===== src/rtl/key_repeat_pulse_gen_pkg.sv =====
// Shared definitions for the clock time-set key front end. The hours and
// minutes key instances both use these definitions.
//   - FSM state encodings (3-bit)
//   - default timing constants for a 50 MHz system clock
//   - registered output bundle type
package key_repeat_pulse_gen_pkg;

  // FSM state encodings
  localparam logic [2:0] ST_IDLE       = 3'd0;
  localparam logic [2:0] ST_DB_PRESS   = 3'd1;
  localparam logic [2:0] ST_HOLD       = 3'd2;
  localparam logic [2:0] ST_REPEAT     = 3'd3;
  localparam logic [2:0] ST_DB_RELEASE = 3'd4;

  // Default timing at 50 MHz: 20 ms debounce, 0.5 s first repeat, 0.2 s repeat
  localparam int DEF_DEBOUNCE_CYCLES = 1_000_000;
  localparam int DEF_REPEAT_DELAY    = 25_000_000;
  localparam int DEF_REPEAT_PERIOD   = 10_000_000;
  localparam int DEF_CNT_W           = 25;

  // Registered outputs, kept together so reset and en-gating clear them as one
  typedef struct packed {
    logic pulse;
    logic level;
    logic long_press;
  } key_out_t;

  localparam key_out_t KEY_OUT_IDLE = '{pulse: 1'b0, level: 1'b0, long_press: 1'b0};

endpackage


===== src/rtl/key_repeat_pulse_gen_if.sv =====
// Key front-end signal bundle.
//   en         : set-mode enable (low forces idle, outputs low)
//   key_raw    : raw asynchronous push-button, active-high, may bounce
//   key_pulse  : one-cycle increment pulse to the counter key input
//   key_level  : debounced key state
//   long_press : high while auto-repeating
// master = board/controller side, slave = key_repeat_pulse_gen.
interface key_repeat_pulse_gen_if;
  logic en;
  logic key_raw;
  logic key_pulse;
  logic key_level;
  logic long_press;

  modport master (
    output en, key_raw,
    input  key_pulse, key_level, long_press
  );

  modport slave (
    input  en, key_raw,
    output key_pulse, key_level, long_press
  );
endinterface


===== src/rtl/key_repeat_pulse_gen_sync_2ff.sv =====
// sync_2ff: two-flop synchroniser for asynchronous board inputs.
//   clk : system clock
//   rst : synchronous active-high reset, both flops clear to 0
//   d_i : asynchronous input
//   q_o : synchronised output, two cycles of latency
module sync_2ff (
  input  logic clk,
  input  logic rst,
  input  logic d_i,
  output logic q_o
);
  logic meta_q;
  logic sync_q;

  always_ff @(posedge clk) begin
    if (rst) begin
      meta_q <= 1'b0;
      sync_q <= 1'b0;
    end else begin
      meta_q <= d_i;
      sync_q <= meta_q;
    end
  end

  assign q_o = sync_q;
endmodule


===== src/rtl/key_repeat_pulse_gen.sv =====
// key_repeat_pulse_gen: converts a raw, bouncing push-button into single-cycle
// increment pulses. It debounces press and release, emits one pulse per
// press, and auto-repeats while the key is held.
//   clk : system clock, rising edge
//   rst : synchronous active-high reset
//   kif : key_repeat_pulse_gen_if.slave
//         (en, key_raw in; key_pulse, key_level, long_press out)
// All outputs are registered. There is no combinational path from key_raw to
// any output.
module key_repeat_pulse_gen
  import key_repeat_pulse_gen_pkg::*;
#(
  parameter int DEBOUNCE_CYCLES = DEF_DEBOUNCE_CYCLES,
  parameter int REPEAT_DELAY    = DEF_REPEAT_DELAY,
  parameter int REPEAT_PERIOD   = DEF_REPEAT_PERIOD,
  parameter int CNT_W           = DEF_CNT_W
) (
  input  logic            clk,
  input  logic            rst,
  key_repeat_pulse_gen_if.slave kif
);

  localparam logic [CNT_W-1:0] DB_LIM  = CNT_W'(DEBOUNCE_CYCLES - 1);
  localparam logic [CNT_W-1:0] DLY_LIM = CNT_W'(REPEAT_DELAY - 1);
  localparam logic [CNT_W-1:0] PER_LIM = CNT_W'(REPEAT_PERIOD - 1);

  logic             key_s;
  logic [2:0]       state_q, state_d;
  logic [CNT_W-1:0] timer_q, timer_d;
  key_out_t         out_q, out_d;

  // The synchroniser is not gated by en. This keeps key_s valid the moment
  // en rises, so a held key debounces without first waiting out the sync delay.
  sync_2ff u_sync (
    .clk (clk),
    .rst (rst),
    .d_i (kif.key_raw),
    .q_o (key_s)
  );

  always_comb begin
    state_d              = state_q;
    timer_d              = timer_q + 1'b1;
    out_d                = out_q;
    out_d.pulse          = 1'b0;

    // Every transition clears the timer. Each limit compare is followed by a
    // clear or a state change, so the timer cannot run past its limit.
    unique case (state_q)
      ST_IDLE: begin
        timer_d          = '0;
        out_d.level      = 1'b0;
        out_d.long_press = 1'b0;
        if (key_s) state_d = ST_DB_PRESS;
      end
      ST_DB_PRESS: begin
        if (!key_s) begin
          state_d = ST_IDLE;
          timer_d = '0;
        end else if (timer_q == DB_LIM) begin
          state_d     = ST_HOLD;
          timer_d     = '0;
          out_d.pulse = 1'b1;
          out_d.level = 1'b1;
        end
      end
      ST_HOLD: begin
        if (!key_s) begin
          state_d = ST_DB_RELEASE;
          timer_d = '0;
        end else if (timer_q == DLY_LIM) begin
          state_d          = ST_REPEAT;
          timer_d          = '0;
          out_d.pulse      = 1'b1;
          out_d.long_press = 1'b1;
        end
      end
      ST_REPEAT: begin
        if (!key_s) begin
          state_d          = ST_DB_RELEASE;
          timer_d          = '0;
          out_d.long_press = 1'b0;
        end else if (timer_q == PER_LIM) begin
          timer_d     = '0;
          out_d.pulse = 1'b1;
        end
      end
      ST_DB_RELEASE: begin
        // A bounce back to pressed counts as still held. The repeat delay
        // restarts and no pulse is emitted.
        if (key_s) begin
          state_d = ST_HOLD;
          timer_d = '0;
        end else if (timer_q == DB_LIM) begin
          state_d     = ST_IDLE;
          timer_d     = '0;
          out_d.level = 1'b0;
        end
      end
      default: begin
        state_d = ST_IDLE;
        timer_d = '0;
        out_d   = KEY_OUT_IDLE;
      end
    endcase

    // Leaving set mode drops everything. A key still held when en returns
    // must debounce again from the beginning.
    if (!kif.en) begin
      state_d = ST_IDLE;
      timer_d = '0;
      out_d   = KEY_OUT_IDLE;
    end
  end

  always_ff @(posedge clk) begin
    if (rst) begin
      state_q <= ST_IDLE;
      timer_q <= '0;
      out_q   <= KEY_OUT_IDLE;
    end else begin
      state_q <= state_d;
      timer_q <= timer_d;
      out_q   <= out_d;
    end
  end

  assign kif.key_pulse  = out_q.pulse;
  assign kif.key_level  = out_q.level;
  assign kif.long_press = out_q.long_press;

endmodule

===== src/flat_wrapper.sv =====
// flat-port wrapper written by rule: the top's interface ports become plain ports
module key_repeat_pulse_gen_flat import key_repeat_pulse_gen_pkg::*;
#(
  parameter int DEBOUNCE_CYCLES = DEF_DEBOUNCE_CYCLES,
  parameter int REPEAT_DELAY    = DEF_REPEAT_DELAY,
  parameter int REPEAT_PERIOD   = DEF_REPEAT_PERIOD,
  parameter int CNT_W           = DEF_CNT_W
)
  (clk, rst, kif_en, kif_key_raw, kif_key_pulse, kif_key_level, kif_long_press);
  key_repeat_pulse_gen_if kif_i ();
  input  logic clk;
  input  logic rst;
  input wire logic [$bits(kif_i.en)-1:0] kif_en;
  input wire logic [$bits(kif_i.key_raw)-1:0] kif_key_raw;
  output wire logic [$bits(kif_i.key_pulse)-1:0] kif_key_pulse;
  output wire logic [$bits(kif_i.key_level)-1:0] kif_key_level;
  output wire logic [$bits(kif_i.long_press)-1:0] kif_long_press;
  assign kif_i.en = kif_en;
  assign kif_i.key_raw = kif_key_raw;
  assign kif_key_pulse = kif_i.key_pulse;
  assign kif_key_level = kif_i.key_level;
  assign kif_long_press = kif_i.long_press;
  key_repeat_pulse_gen #(.DEBOUNCE_CYCLES(DEBOUNCE_CYCLES), .REPEAT_DELAY(REPEAT_DELAY), .REPEAT_PERIOD(REPEAT_PERIOD), .CNT_W(CNT_W)) u_core (.clk(clk), .rst(rst), .kif(kif_i));
endmodule

===== config.mk =====
export PLATFORM = sky130hd
export DESIGN_NAME = key_repeat_pulse_gen_flat
export DESIGN_NICKNAME = d
export VERILOG_FILES = /design/src/rtl/key_repeat_pulse_gen_pkg.sv /design/src/rtl/key_repeat_pulse_gen_if.sv /design/src/rtl/key_repeat_pulse_gen_sync_2ff.sv /design/src/rtl/key_repeat_pulse_gen.sv /design/src/flat_wrapper.sv
export SDC_FILE = /design/constraint.sdc
export NUM_CORES = 1
export LEC_CHECK = 0
export CAP_MARGIN = 20
export CORE_MARGIN = 4
export CORE_UTILIZATION = 35
export CTS_CLUSTER_DIAMETER = 50
export DETAILED_ROUTE_END_ITERATION = 16
export GPL_ROUTABILITY_DRIVEN = 0
export GPL_TIMING_DRIVEN = 0
export SYNTH_ARGS = -nofsm -noshare
export SYNTH_HDL_FRONTEND = slang
export SYNTH_SLANG_ARGS = --single-unit

===== constraint.sdc =====
create_clock -name clk -period 7.4 [get_ports clk]
set_input_delay 1.11 -clock clk [delete_from_list [all_inputs] [get_ports clk]]
set_output_delay 1.11 -clock clk [all_outputs]
set_load 0.01 [all_outputs]

==> flow_summary.json <==
{
  "yosysSeqAreaShare_pct": 38.0,
  "drive_gt1_share_pct": 8.52,
  "switching_share_pct": 19.3,
  "relSlewSlack_pct": 38.4,
  "synth_nets": 214,
  "synth_top_cells_by_area": "dfxtp_1 (38%), nor2_1 (7.8%), xnor2_1 (6.0%)",
  "rsz0062_at_grt": "no",
  "cts.clk_slew.worst_paths_ps": 70,
  "htree_levels": 2,
  "grt_start_max_net_pins": 11,
  "yosysTopAreaCell": "dfxtp_1",
  "route.detailed.drc": 0,
  "wl_per_cell_um": 12.9,
  "crit_required_ps": 7620,
  "area_delta_synth_final_pct": 15.0,
  "syn_area_per_cell_sq_um": 8.33,
  "r2r_start": "u_core.timer_q[6]",
  "tightestPinTransition_ps": 916,
  "min_period_over_period_pct": 37.7,
  "p_sw_mw": 0.0694,
  "ys_async_sr_fraction_pct": 0,
  "firstDrtPassIters": 4,
  "hold_viol_final": 0,
  "cp_data_arrival_time_ps": 3010,
  "power_frac_comb_pct": 1.3,
  "crit_path_end_kind": "flop",
  "drt_wl_total_um": 3750,
  "row_count": 25,
  "clock_power_share_pct": 49.0,
  "synth_cell_types": 42,
  "post_cts_buffers": 0,
  "synth_warnings": 0,
  "final_antenna_net_count": 0,
  "fmax_mhz": 359,
  "internal_power_mw": 0.290,
  "numPortBuffers": 6,
  "via_count": 1460,
  "ctsResizeCount": 0,
  "yosysTopAreaCellShare_pct": 38.0,
  "synthFlopType": "dfxtp_1",
  "die_area_sq_um": 6160,
  "core_sq_um": 4750,
  "min_from": "u_core.u_sync.meta_q",
  "grt_overflow": 0,
  "hold_path_class": "reg -> reg",
  "hold_path_end": "u_core.u_sync.q_o",
  "grt_pass1_vias": 1407,
  "hold_buffers": 0,
  "r2r_end": "u_core.timer_q[5]",
  "r2r_cells": 7,
  "max-cap-violations": 0,
  "die_w_um": 78.5,
  "worst_skew_pair.late_latency_ps": 280,
  "critical_path_class": "in -> reg",
  "antenna_found_initial": 0,
  "ys_seq_elements": 33,
  "p_leak_nw": 0.600,
  "numCtsBuffers": 5,
  "status": "finished, final reports clean",
  "cts_buffer_depth": 2,
  "cts_sinks": 33,
  "diodes": 0,
  "final.setup.tns_ps": 0,
  "clock_skew_ps": 6.93,
  "cts-root-buf": "clkbuf_8",
  "pwr-share-seq_pct": 49.7,
  "vias_per_cell": 5.03,
  "hold_depth": 1,
  "critPathLaunchType": "primary input",
  "p_per_area_nw_per_um2": 180,
  "min_period_ps": 2790,
  "rrSetupSlack_ps": 4800,
  "drt_first_iter_violations": 72,
  "die_h_um": 78.5,
  "start_util_pct": 36.6,
  "io_pins": 7,
  "holdWs_ps": 443,
  "path_max_fanout": 10,
  "fin_nets": 227,
  "syn_inst": 209,
  "grt_pass1_wl_um": 6650,
  "cts_tree": "yes",
  "fin_total_pwr_mw": 0.360,
  "slew_viol_final": 0,
  "synth-edff-count": 0,
  "setup_viol": 0,
  "ir_drop_mv": 0.109,
  "syn_area_sq_um": 1740,
  "track_usage_pct": 13.4,
  "hpwl_um": 2650
}
## worst max path at each step
stage / from / to / slack, ps
after floorplan: u_core.timer_q[6] / u_core.timer_q[21] / 5040
after global placement: kif_en / u_core.timer_q[17] / 4350
after detailed placement: kif_en / u_core.timer_q[9] / 4380
after CTS: kif_en / u_core.timer_q[16] / 4650
after global routing: kif_en / u_core.timer_q[16] / 4480
final: kif_en / u_core.timer_q[12] / 4610
## synth_stat cells, types with 2 or more instances
| master | n |
|---|---|
| nand3_1 | 9 |
| a21oi_1 | 2 |
| nor2b_1 | 4 |
| xor2_1 | 11 |
| nand2_1 | 13 |
| o21ai_0 | 5 |
| o211ai_1 | 2 |
| o21a_1 | 3 |
| or4_1 | 3 |
| nand2b_1 | 3 |
| a2bb2oi_1 | 2 |
| a2111oi_0 | 2 |
| or3b_2 | 3 |
| xnor2_1 | 12 |
| nor3_1 | 7 |
| clkbuf_1 | 5 |
| nand4_1 | 11 |
| dfxtp_1 | 33 |
| and3_1 | 4 |
| nor2_1 | 36 |
| or4_4 | 2 |
| nor4_1 | 7 |
| buf_6 | 3 |
| inv_1 | 8 |
| a21o_1 | 2 |
## metrics by stage
| stage | instance area (sq um) | util [%] | worst slack [ps] | instances |
|---|---|---|---|---|
| 3_5_place_dp | 1880 | 39.6 | 4380 | 282 |
| 4_1_cts | 2000 | 42.1 | 4650 | 290 |
| 2_1_floorplan | 1740 | - | 5040 | 209 |
| 5_1_grt | 2000 | 42.1 | 4480 | 290 |
| 6_report | 2000 | 42.1 | 4610 | 290 |
| 3_3_place_gp | 1880 | 39.6 | 4350 | 282 |
## metal layers
layer,GRT usage [%],part of all wire [%],up-vias
li1,-,-,770
met1,18.5,51,656
met2,20.1,43,29
met3,3.90,4.4,5
met4,4.20,1.1,0
met5,0,0,-
## area by class of cell
| class | count | area [sq um] |
|---|---|---|
| fillers | 509 | 2750 |
| multi-input cells | 159 | 992 |
| flip-flops and latches | 33 | 661 |
| clock buffers | 7 | 86.3 |
| well taps | 67 | 83.8 |
| repair buffers | 6 | 60.1 |
| plain buffers | 9 | 57.6 |
| clock inverters | 1 | 30.0 |
| inverters | 8 | 30.0 |
## state kept, by name (all words and copies together) (netlist names)
signal / count
u_core.kif.key_level: 1
u_core.kif.long_press: 1
u_core.timer_q: 25
u_core.kif.key_pulse: 1
u_core.state_q: 3
u_core.u_sync.q_o: 1
u_core.u_sync.meta_q: 1
## logic make-up after synthesis
logic type	share of synthesized area [%]
flip-flops	38.0
adder cells (fa/ha/maj)	0.719
AO/OA/AOI/OAI	11.1
XOR/XNOR	11.6
AND/OR/NAND/NOR	33.6
buffers and inverters	5.03
## cell usage in the layout (no fill, tap or decap), types with 2 or more instances in the layout
cell and count:
or4_1 3, inv_1 8, o21a_1 3, a2111oi_0 2, o21ai_0 5, nand4_1 11, clkbuf_8 6, nand2b_1 3
dfxtp_1 33, nor4_1 7, nor2_1 36, o211ai_1 2, a21oi_1 2, nor2b_1 4, or3b_2 3, nor3_1 7
xor2_1 11, nand3_1 9, a2bb2oi_1 2, clkbuf_1 6, and3_1 4, a21o_1 2, xnor2_1 12, or4_4 2
clkdlybuf4s50_1 6, buf_6 3, nand2_1 13
## power groups by stage
stage | clock [mW] | combinational (mW) | sequential [mW]
6_report | 0.176 | 0.00467 | 0.179
3_5_place_dp | 0 | 0.00463 | 0.183
3_3_place_gp | 0 | 0.00464 | 0.183
5_1_grt | 0.187 | 0.00522 | 0.179
4_1_cts | 0.180 | 0.00470 | 0.179
2_1_floorplan | 0 | 0.00221 | 0.182
## critical path, stage by stage
cell and delay [ps]:
clkdlybuf4s50_1 480, nor4bb_1 600, nand3_1 140, a31oi_1 280, a211oi_4 120, buf_6 170
nor2_1 100
(Power assumes the default switching activity.)
